<file path="src/rtl/queue_executor_pkg.sv">
// Shared encodings for the queue executor: queue commands, ALU operations
// and executor FSM states.
package queue_executor_pkg;

    typedef enum logic [1:0] {
        Q_NOP  = 2'b00,
        Q_POP1 = 2'b01,
        Q_PUSH = 2'b10,
        Q_POP2 = 2'b11
    } queue_op_t;

    typedef enum logic [1:0] {
        ALU_ADD = 2'b00,
        ALU_SUB = 2'b01,
        ALU_MUL = 2'b10,
        ALU_AND = 2'b11
    } alu_op_t;

    typedef enum logic [2:0] {
        S_IDLE = 3'd0,
        S_LOAD = 3'd1,
        S_POP  = 3'd2,
        S_PUSH = 3'd3,
        S_DONE = 3'd4,
        S_ERR  = 3'd5
    } exec_state_t;

    // A binary operation needs both front entries present in the queue.
    localparam logic [2:0] MIN_OPERANDS = 3'd2;

endpackage

</file>
<file path="src/rtl/queue_executor_alu.sv">
// Combinational 8-bit ALU for the queue executor; results are mod 256 and
// the flag carries the overflow information lost by truncation.
module queue_exec_alu
    import queue_executor_pkg::*;
(
    input  logic [7:0] a,
    input  logic [7:0] b,
    input  logic [1:0] op,
    output logic [7:0] result,
    output logic       flag
);

    logic [8:0]  sum;
    logic [8:0]  diff;
    logic [15:0] prod;

    assign sum  = {1'b0, a} + {1'b0, b};
    assign diff = {1'b0, a} - {1'b0, b};
    assign prod = {8'h00, a} * {8'h00, b};

    always_comb begin
        result = 8'h00;
        flag   = 1'b0;
        case (alu_op_t'(op))
            ALU_ADD: begin
                result = sum[7:0];
                flag   = sum[8];
            end
            ALU_SUB: begin
                result = diff[7:0];
                flag   = (a < b);
            end
            ALU_MUL: begin
                result = prod[7:0];
                flag   = |prod[15:8];
            end
            ALU_AND: begin
                result = a & b;
                flag   = 1'b0;
            end
            default: begin
                result = 8'h00;
                flag   = 1'b0;
            end
        endcase
    end

endmodule

</file>
<file path="src/rtl/queue_executor.sv">
// Executes one arithmetic command against the two front queue entries:
// pop both, compute, push the result back, then report done (or err on underflow).
module queue_executor
    import queue_executor_pkg::*;
(
    input  logic        clk,
    input  logic        rst,
    input  logic        cmd_valid,
    input  logic [1:0]  cmd_op,
    output logic        cmd_ready,
    input  logic [15:0] top_conc,
    input  logic [2:0]  pos_back,
    output logic [1:0]  opcode,
    output logic [7:0]  back,
    output logic [7:0]  result,
    output logic        flag,
    output logic        done,
    output logic        err
);

    exec_state_t state;
    logic [1:0]  op_reg;
    logic [7:0]  opa;
    logic [7:0]  opb;
    logic [7:0]  res_reg;
    logic        flag_reg;
    logic [7:0]  alu_res;
    logic        alu_flag;

    queue_exec_alu u_alu (
        .a      (opa),
        .b      (opb),
        .op     (op_reg),
        .result (alu_res),
        .flag   (alu_flag)
    );

    assign cmd_ready = (state == S_IDLE);

    // Outputs are registered alongside the state they belong to, so each one
    // is set on the edge that enters its state and cleared on the edge leaving it.
    always_ff @(posedge clk or posedge rst) begin
        if (rst) begin
            state    <= S_IDLE;
            op_reg   <= 2'b00;
            opa      <= 8'h00;
            opb      <= 8'h00;
            res_reg  <= 8'h00;
            flag_reg <= 1'b0;
            opcode   <= Q_NOP;
            back     <= 8'h00;
            result   <= 8'h00;
            flag     <= 1'b0;
            done     <= 1'b0;
            err      <= 1'b0;
        end else begin
            opcode <= Q_NOP;
            back   <= 8'h00;
            done   <= 1'b0;
            err    <= 1'b0;
            case (state)
                S_IDLE: begin
                    if (cmd_valid) begin
                        op_reg <= cmd_op;
                        state  <= S_LOAD;
                    end
                end
                S_LOAD: begin
                    if (pos_back < MIN_OPERANDS) begin
                        err   <= 1'b1;
                        state <= S_ERR;
                    end else begin
                        opa    <= top_conc[15:8];
                        opb    <= top_conc[7:0];
                        opcode <= Q_POP2;
                        state  <= S_POP;
                    end
                end
                S_POP: begin
                    res_reg  <= alu_res;
                    flag_reg <= alu_flag;
                    opcode   <= Q_PUSH;
                    back     <= alu_res;
                    state    <= S_PUSH;
                end
                S_PUSH: begin
                    result <= res_reg;
                    flag   <= flag_reg;
                    done   <= 1'b1;
                    state  <= S_DONE;
                end
                S_DONE:  state <= S_IDLE;
                S_ERR:   state <= S_IDLE;
                default: state <= S_IDLE;
            endcase
        end
    end

endmodule

</file>
<file path="config.mk">
export PLATFORM = sky130hd
export DESIGN_NAME = queue_executor
export DESIGN_NICKNAME = d
export VERILOG_FILES = /design/src/rtl/queue_executor_pkg.sv /design/src/rtl/queue_executor_alu.sv /design/src/rtl/queue_executor.sv
export SDC_FILE = /design/constraint.sdc
export NUM_CORES = 1
export LEC_CHECK = 0
export CAP_MARGIN = 20
export CORE_MARGIN = 2
export CORE_UTILIZATION = 35
export DETAILED_ROUTE_END_ITERATION = 16
export GPL_ROUTABILITY_DRIVEN = 0
export PLACE_DENSITY = 0.51
export SYNTH_ARGS = -nofsm -noshare
export SYNTH_HDL_FRONTEND = slang
export SYNTH_SLANG_ARGS = --single-unit
</file>
<file path="constraint.sdc">
create_clock -name clk -period 5.8 [get_ports clk]
set_input_delay 1.16 -clock clk [delete_from_list [all_inputs] [get_ports clk]]
set_output_delay 1.16 -clock clk [all_outputs]
set_load 0.03 [all_outputs]
</file>
==> flow_summary_export.csv, run 1 <==
group,metric,value,unit
die,start_util,0.358,
global_routing,grt.total_usage,0.155,
min_path,worstHoldPathType,"reg -> reg",
global_routing,overflow,0,
synth,syn-cell-area,4720,sq um
setup_path,critical-path-slowest-cell,"dfrtp_1",
setup_path,cp-end-kind,"register",
layout,n_fill_cell,1305,
clocking,cts-root-buf,"clkbuf_16",
setup_path,path_delay_family,"adder cells",
setup_path,critPathMaxFanout,10,
synth,synthSimpleGateAreaFrac,0.166,
sta,hold_violations,0,
die,fp.dieH,120,um
synth,yosys.area_share.adder,0.299,
sta,timing.fmax,195,MHz
clocking,clkLatencyLatePin,300,ps
detailed_routing,drtPass1Iterations,5,
clocking,clkTransAtPathRegs,70,ps
sta,setup-violations-final,0,
clocking,htreeDepth,2,
synth,yosysTopAreaCell,"dfrtp_1",
synth,yosys_warnings,0,
detailed_routing,vias,3589,
layout,seq_area,1280,sq um
setup_path,critPathBufInv,4,
sta,slew_headroom,0.356,
placement,dp_hpwl,8500,um
detailed_routing,routedWlPerCell,14.2,um
detailed_routing,wl_met1,5030,um
sta,setup_tns,0,ps
layout,nNetsFinal,674,
synth,synth.avg_cell_area,9.09,sq um
layout,multi_input_area,3100,sq um
detailed_routing,route.met3.wl,386,um
clocking,cts_tree,"done",
die,die_area,14400,sq um
synth,synthCells,519,
synth,synthesis.nets,633,
sta,finClkSkew,10.4,ps
sta,fin_crit,5120,ps
clocking,cts_buffers,5,
detailed_routing,viasPerCell,4.87,
placement,portBuffers,44,
setup_path,criticalPathCategory,"reg -> reg",
die,die_w,120,um
synth,synthMuxAreaShare,0.0454,
clocking,ctsHoldBuffers,0,
sta,rsz0062_at_grt,"no",
global_routing,grt_max_degree,52,
synth,postSynth.asyncResetShare,1.00,
clocking,cts_setup_buffers,0,
detailed_routing,drt_iter0_drc,200,
global_routing,grt_pass1_wl,17900,um
status,status,"complete, no violations",
global_routing,grt_pass1_vias,3579,
layout,drive_above_1_share,0.0606,
synth,synth_xor_area_frac,0.0186,
clocking,cts_buffer_depth,2,
layout,diodes,0,
detailed_routing,topRoutingLayerUsed,"met4",
die,core-area,13200,sq um
setup_path,cp_cell_sequence,"ha_1, inv_1, fa_1, inv_1, fa_1, fa_1, inv_1, fa_1, inv_1, ha_1, a21o_1, a221oi_2, a21oi_2, nor4b_1, a311oi_1, a41oi_1, o22a_1",
die,rows,42,
setup_path,cp-start-kind,"register",
synth,yosysSeqAreaShare,0.271,
synth,synth_top_family_by_area,"adder cells",
global_routing,grt_antenna_before_repair,0,
sta,post-route-period-util,0.882,
setup_path,arrival,5300,ps
synth,synth_edf_count,0,
detailed_routing,routed_wl,10500,um
clocking,cts.sinks,51,
synth,synth_compound_area_frac,0.128,
detailed_routing,drc,0,
setup_path,slowest_delay,580,ps
setup_path,ff2ff_setup_slack,680,ps
synth,ys.flop_type,"dfrtp_1",
layout,syn2layout_area_growth,17.3,%
clocking,cts_resized,0,
sta,max_slew.worst_pin.slew,965,ps
setup_path,cp_data_required_time,5990,ps
flow_run,cap_violations,0,
synth,synth-seq-cells,51,
detailed_routing,antenna_left,0,
detailed_routing,wl_met2,5020,um
synth,yosys-top-cells-area,"dfrtp_1 27%, fa_1 16%, ha_1 14%",
synth,netlist.area_leader.share,0.271,
synth,yosysUniqueCellTypes,58,
die,io-pin-count,46,
sta,drv_slew,0,
==> cells in the mapped netlist (all sizes together) (2+ instances only) <==
library cell  instances
a221oi                2
fa                   38
o22ai                 3
o211ai                2
o21bai                2
a41oi                 2
nand2                83
o22a                  2
a21oi                20
clkbuf                9
mux2i                 9
nand3                 4
nor2b                 4
a2111oi               2
o21ai                24
clkinv                2
buf                   3
o31ai                 3
inv                  75
o21a                  2
xnor2                 5
dfrtp                51
nand2b                2
ha                   52
a21o                  9
a211oi                6
nor2                 35
or2                   2
nor3                  5
and2                 28
o311ai                2
xor2                  5
mux2                 11
==> worst reg2reg max path: cells and delay by family, from the launching register on <==
family / cells / cell delay [ps]
flip-flops: 1 / 580
adder cells (fa/ha/maj): 6 / 2550
AND/OR/NAND/NOR: 1 / 170
buffers and inverters: 4 / 310
AO/OA/AOI/OAI: 6 / 1400
==> through the flow <==
stage	std cells	utilization	hold WS, ps	setup slack, ps	instance area, sq um
CTS	736	0.418	480	716	5510
global route	737	0.419	511	451	5530
detailed placement	728	0.404	462	741	5340
global placement	728	0.404	454	763	5340
finish	737	0.419	469	683	5530
floorplan	519	-	439	1220	4720
==> final timing paths <==
path / start / to / cells past startpoint
setup / recovery: opa[3] / flag_reg / 17
hold / removal: res_reg[3] / result[3] / 2
setup reg to reg: opa[3] / flag_reg / 17
hold reg to reg: res_reg[3] / result[3] / 2
max in group asynchronous: rst / res_reg[5] / 3
min in group asynchronous: rst / opa[5] / 2
==> per-layer routing <==
layer / up-vias / GRT usage
li1: 1783 / -
met4: 0 / 0.0243
met5: - / 0
met3: 5 / 0.0247
met2: 65 / 0.255
met1: 1736 / 0.219
==> kinds of logic after synthesis <==
group	Yosys count
AND/OR/NAND/NOR	171
adder cells (fa/ha/maj)	90
buffers and inverters	89
AO/OA/AOI/OAI	88
flip-flops	51
multiplexers	20
XOR/XNOR	10
==> area by class of cell <==
cell class                      instances  share of cell area
Multi-Input combinational cell        379               0.561
Sequential cell                        51               0.231
Timing Repair Buffer                   46              0.0846
Inverter                               77              0.0522
Tap cell                              176              0.0398
Clock buffer                            6              0.0251
Clock inverter                          2             0.00701
==> cells in the final DEF (no fill, tap or decap), drive strengths merged, types with 2 or more instances in the layout <==
master         Yosys  final
inv               75     76
nand2             83     83
o21a               2      2
buf                3      2
o22a               2      2
o311ai             2      2
nand2b             2      2
clkinv             2      2
o21bai             2      2
a41oi              2      2
ha                52     52
a211oi             6      6
xor2               5      5
mux2i              9      9
mux2              11     11
a221oi             2      2
nor2              35     35
a21o               9      9
o211ai             2      2
clkbuf             9      6
nand3              4      4
a21oi             20     20
nor3               5      5
nor2b              4      4
and2              28     28
fa                38     38
dfrtp             51     51
o21ai             24     24
or2                2      2
a2111oi            2      2
clkdlybuf4s50      0     44
o31ai              3      3
xnor2              5      5
o22ai              3      3
Power of run 1 is not shown: default switching activity piles up to over one toggle a cycle in this logic, so the estimate is an artifact.
==> inputs of run 2 (changes only) <==
Settings changed: CORE_UTILIZATION 35 to 59, PLACE_DENSITY 0.51 to 0.8.
==> run 2 against run 1 <==
  * Final area fell by 3.5%
  * Die area is 39% lower
  * Via count is 1.7% higher
  * Final cell count down 10%
  * Clock-buffer cell count decreased by 1
  * Hold slack improved by 7.8 ps
  * Clock skew up 6.6 ps
  * Non-clock buffer count fell by 1
  * Core utilization grew 27 points
  * Wire length decreased by 5.0%
  * Critical path depth stayed put
  * Maximum frequency up 1.5%
==> flow_summary_export.csv, run 2 (synthesized netlist as in run 1, its figures left out) <==
group,metric,value,unit
layout,nNetsFinal,673,
setup_path,r2r-end,"flag_reg",
layout,syn2layout_area_growth,13.2,%
global_routing,grt_pass1_wl,16900,um
layout,multi_input_area,3100,sq um
setup_path,r2r_cells,17,
clocking,clkLatencyLatePin,320,ps
setup_path,criticalPathCategory,"reg -> reg",
clocking,cts_tree,"done",
detailed_routing,routed_wl,9960,um
sta,slew_headroom,0.390,
die,start_util,0.610,
sta,post-route-period-util,0.869,
setup_path,arrival,5240,ps
sta,fin_crit,5040,ps
detailed_routing,drc,0,
sta,timing.fmax,198,MHz
setup_path,critical-path-slowest-cell,"dfrtp_1",
min_path,worstHoldPathType,"reg -> reg",
layout,seq_area,1280,sq um
setup_path,critPathMaxFanout,10,
global_routing,grt_pass1_vias,3670,
clocking,cts.sinks,51,
detailed_routing,drt_iter0_drc,200,
setup_path,slowest_delay,570,ps
detailed_routing,vias,3649,
clocking,htreeDepth,2,
clocking,cts_setup_buffers,0,
setup_path,critPathBufInv,4,
global_routing,grt_antenna_before_repair,0,
setup_path,cp_data_required_time,6000,ps
min_path,holdPathEnd,"result[4]",
clocking,cts_resized,0,
sta,rsz0062_at_grt,"no",
die,io-pin-count,46,
sta,setup-violations-final,0,
sta,drv_slew,0,
layout,drive_above_1_share,0.0572,
die,die_w,93.4,um
sta,hold_violations,0,
setup_path,startpoint,"opa[3]",
clocking,cts_buffer_depth,2,
flow_run,cap_violations,0,
detailed_routing,drtPass1Iterations,4,
clocking,ctsHoldBuffers,0,
sta,setup_tns,0,ps
min_path,holdPathStages,2,
global_routing,grt_max_degree,52,
status,status,"complete, no violations",
sta,finClkSkew,17.0,ps
placement,dp_hpwl,8010,um
clocking,cts_buffers,5,
detailed_routing,viasPerCell,5.52,
setup_path,cp-start-kind,"register",
clocking,clkTransAtPathRegs,100,ps
setup_path,path_depth,17,
detailed_routing,routedWlPerCell,15.1,um
global_routing,overflow,0,
layout,diodes,0,
die,fp.dieH,93.4,um
setup_path,path_delay_family,"adder cells",
setup_path,cp-end-kind,"register",
die,rows,32,
layout,n_fill_cell,610,
setup_path,cp_cell_sequence,"ha_1, inv_1, fa_1, inv_1, fa_1, fa_1, inv_1, fa_1, inv_1, ha_1, a21o_1, a221oi_2, a21oi_2, nor4b_1, a311oi_1, a41oi_1, o22a_1",
setup_path,reg2reg_from,"opa[3]",
detailed_routing,antenna_left,0,
setup_path,ff2ff_setup_slack,760,ps
die,core-area,7730,sq um
layout,final_cell_mix,"83 x nand2_1, 74 x inv_1, 52 x ha_1",
min_path,worstHoldStart,"result[4]",
clocking,cts-root-buf,"clkbuf_8",
placement,portBuffers,44,
global_routing,grt.total_usage,0.246,
sta,max_slew.worst_pin.slew,914,ps
die,die_area,8720,sq um
layout,final_common_cell,"nand2_1",
## run 2: changes by cell type in the layout (fill, tap and decap cells not counted), sizes merged
cell,previous run,this run
clkinv,2,4
inv,76,75
clkbuf,6,5
bufinv,1,0
buf,2,1
## run 2: cell type report
class / instances / share of cell area
well taps: 102 / 0.0239
multi-input cells: 379 / 0.581
clock inverters: 2 / 0.00258
repair buffers: 45 / 0.0863
clock buffers: 5 / 0.0129
inverters: 77 / 0.0541
flip-flops and latches: 51 / 0.239
## run 2: stage by stage
step                area (sq um)  utilization  hold WS, ps  instances  worst slack [ps]
floorplan                   4720            -          439        519              1220
CTS                         5320        0.688          483        660               790
global placement            5240        0.677          451        653               902
global route                5340        0.691          504        661               556
detailed placement          5240        0.677          456        653               837
finish                      5340        0.691          477        661               759
## run 2: worst max path at each step
stage / end / slack [ps]
2_1_floorplan: flag_reg / 1220
3_3_place_gp: flag_reg / 900
3_5_place_dp: flag_reg / 840
4_1_cts: flag_reg / 790
5_1_grt: flag_reg / 560
6_report: flag_reg / 760
## run 2: metal layers
layer,global-route usage,share of wire,vias to the layer above
li1,-,-,1773
met3,0.0411,0.058,15
met4,0.0662,0.015,0
met2,0.423,0.48,105
met5,0,0,-
met1,0.323,0.44,1756
## run 2: tightest hold or removal path, stage by stage, from the launching register on
cell	delay [ps]
dfrtp_1	350
nand2_1	50
nand2_1	50
Power of run 2 is left out for the same reason.
==> inputs of run 3 (changes only) <==
Settings changed: SYNTH_HIERARCHICAL set to 1.
==> run 3 against run 2 <==
  * Core utilization fell by 0.82 points
  * Non-clock buffer count rose by 1
  * Critical path depth down 2
  * Global-route usage grew 0.51 points
  * First-iteration DRC count rose by 11%
  * Synthesized area grew 3.9%
  * Synthesized cell count fell by 1.9%
  * Wire length up 7.7%
  * Sequential share of layout area down 0.92 points
  * Critical path type unchanged
  * Via count rose by 4.4%
==> flow_summary_export.csv, run 3 <==
group,metric,value,unit
layout,seq_area,1280,sq um
synth,yosys-top-cells-area,"dfrtp_1 26%, fa_1 16%, ha_1 13%",
layout,final_common_cell,"inv_1",
setup_path,critPathMaxFanout,10,
setup_path,path_delay_family,"adder cells",
setup_path,slowest_delay,560,ps
synth,yosysUniqueCellTypes,62,
setup_path,critical-path-slowest-cell,"dfrtp_1",
clocking,htreeDepth,2,
sta,setup_tns,0,ps
die,fp.dieH,95.1,um
sta,hold_violations,0,
synth,synth-seq-cells,51,
layout,syn2layout_area_growth,13.3,%
global_routing,grt.total_usage,0.251,
global_routing,grt_pass1_vias,3738,
die,die_area,9050,sq um
detailed_routing,vias,3808,
clocking,cts_buffer_depth,2,
clocking,cts.sinks,51,
die,io-pin-count,46,
sta,finalWorstSetupSlack,650,ps
clocking,clkLatencyLatePin,310,ps
synth,yosysTopAreaCell,"dfrtp_1",
sta,timing.fmax,194,MHz
global_routing,grt_antenna_before_repair,0,
die,rows,33,
synth,yosysSeqAreaShare,0.260,
status,status,"complete, no violations",
sta,setup-violations-final,0,
detailed_routing,antenna_left,0,
setup_path,arrival,5350,ps
global_routing,grt_max_degree,52,
sta,rsz0062_at_grt,"no",
global_routing,grt_pass1_wl,17700,um
setup_path,criticalPathCategory,"reg -> reg",
setup_path,ff2ff_setup_slack,650,ps
die,die_w,95.1,um
global_routing,overflow,0,
synth,ys_top_cells_by_count,"82 x inv_1, 52 x ha_1, 51 x dfrtp_1, 48 x nand2_1, 38 x fa_1",
sta,slew_headroom,0.409,
sta,fin_crit,5150,ps
synth,synth_most_common_cell,"inv_1",
placement,dp.cells,646,
synth,synth_edf_count,0,
detailed_routing,routed_wl,10700,um
layout,final_cell_mix,"81 x inv_1, 52 x ha_1, 51 x dfrtp_1",
detailed_routing,drt_iter0_drc,222,
synth,synthesis.nets,623,
detailed_routing,viasPerCell,5.80,
placement,dp_hpwl,8140,um
sta,drv_slew,0,
setup_path,cp-end-kind,"register",
die,core-area,8130,sq um
sta,finClkSkew,10.3,ps
clocking,cts_setup_buffers,0,
detailed_routing,routedWlPerCell,16.4,um
sta,max_slew.worst_pin.slew,886,ps
clocking,cts-root-buf,"clkbuf_8",
synth,syn-cell-area,4900,sq um
synth,netlist.area_leader.share,0.260,
synth,synth.avg_cell_area,9.63,sq um
layout,multi_input_area,3250,sq um
clocking,cts_resized,0,
synth,ys.flop_type,"dfrtp_1",
synth,postSynth.asyncResetShare,1.00,
setup_path,cp_cell_sequence,"ha_1, fa_1, inv_1, fa_1, fa_1, inv_1, fa_1, ha_1, a21oi_4, o2111ai_1, a222oi_1, o211ai_1, nor4_2, a31oi_1, mux2_2",
flow_run,cap_violations,0,
synth,yosys_warnings,6,
clocking,clkTransAtPathRegs,90,ps
setup_path,cp_common_cell,"fa_1",
clocking,cts_buffers,5,
setup_path,critPathBufInv,2,
synth,synthCells,509,
sta,post-route-period-util,0.888,
layout,drive_above_1_share,0.116,
setup_path,cp_data_required_time,6000,ps
detailed_routing,drc,0,
placement,portBuffers,44,
setup_path,cp-start-kind,"register",
die,start_util,0.603,
layout,n_fill_cell,599,
min_path,worstHoldPathType,"reg -> reg",
layout,nNetsFinal,664,
placement,dp_slack,694,ps
detailed_routing,drtPass1Iterations,4,
layout,fin_cells,656,
layout,diodes,0,
clocking,ctsHoldBuffers,0,
clocking,cts_tree,"done",
run 3: final cells by class:
type                       count  area share
timing repair buffer          46      0.0850
tap                          105      0.0237
clock inverter                 3     0.00789
multi-input combinational    364       0.586
sequential                    51       0.230
inverter                      82      0.0554
clock buffer                   5      0.0124
run 3: metal layers:
metal / GRT usage / vias up / wire length [um]
met5: 0 / - / 0
met2: 0.424 / 133 / 5440
met3: 0.0419 / 16 / 655
li1: - / 1771 / -
met1: 0.336 / 1888 / 4460
met4: 0.0700 / 0 / 176
run 3: logic make-up (layout without fill, tap and decap cells):
| kind of cell | Yosys count | in the layout | share of synthesized area |
|---|---|---|---|
| simple gates | 152 | 152 | 0.159 |
| buf+inv | 94 | 136 | 0.0771 |
| fa+ha+maj | 90 | 90 | 0.288 |
| compound gates | 74 | 74 | 0.107 |
| flops | 51 | 51 | 0.260 |
| mux | 45 | 45 | 0.104 |
| xor+xnor | 3 | 3 | 0.00536 |
run 3: worst paths after layout:
kind                            startpoint        end  cells past startpoint
min in group asynchronous              rst   state[1]                      2
worst min-delay path            res_reg[1]  result[1]                      1
worst max-delay path                opb[4]   flag_reg                     15
worst max register to register      opb[4]   flag_reg                     15
worst min register to register  res_reg[1]  result[1]                      1
max in group asynchronous              rst    back[2]                      3
run 3: through the flow:
stage                     hold WS (ps)   util  instance area [sq um]
after floorplan                    471      -                   4900
after global placement             487  0.665                   5410
after detailed placement           494  0.665                   5410
after CTS                          515  0.679                   5520
after global routing               528  0.683                   5550
final                              512  0.683                   5550
run 3: worst reg2reg max path, cell delays in order (launching register included):
cell       delay, ps
dfrtp_1          560
ha_1             360
fa_1             560
inv_1             50
fa_1             400
fa_1             520
inv_1             60
fa_1             470
ha_1             460
a21oi_4          240
o2111ai_1        150
a222oi_1         320
o211ai_1         160
nor4_2           260
a31oi_1          180
mux2_2           300
Power of run 3 is left out for the same reason.
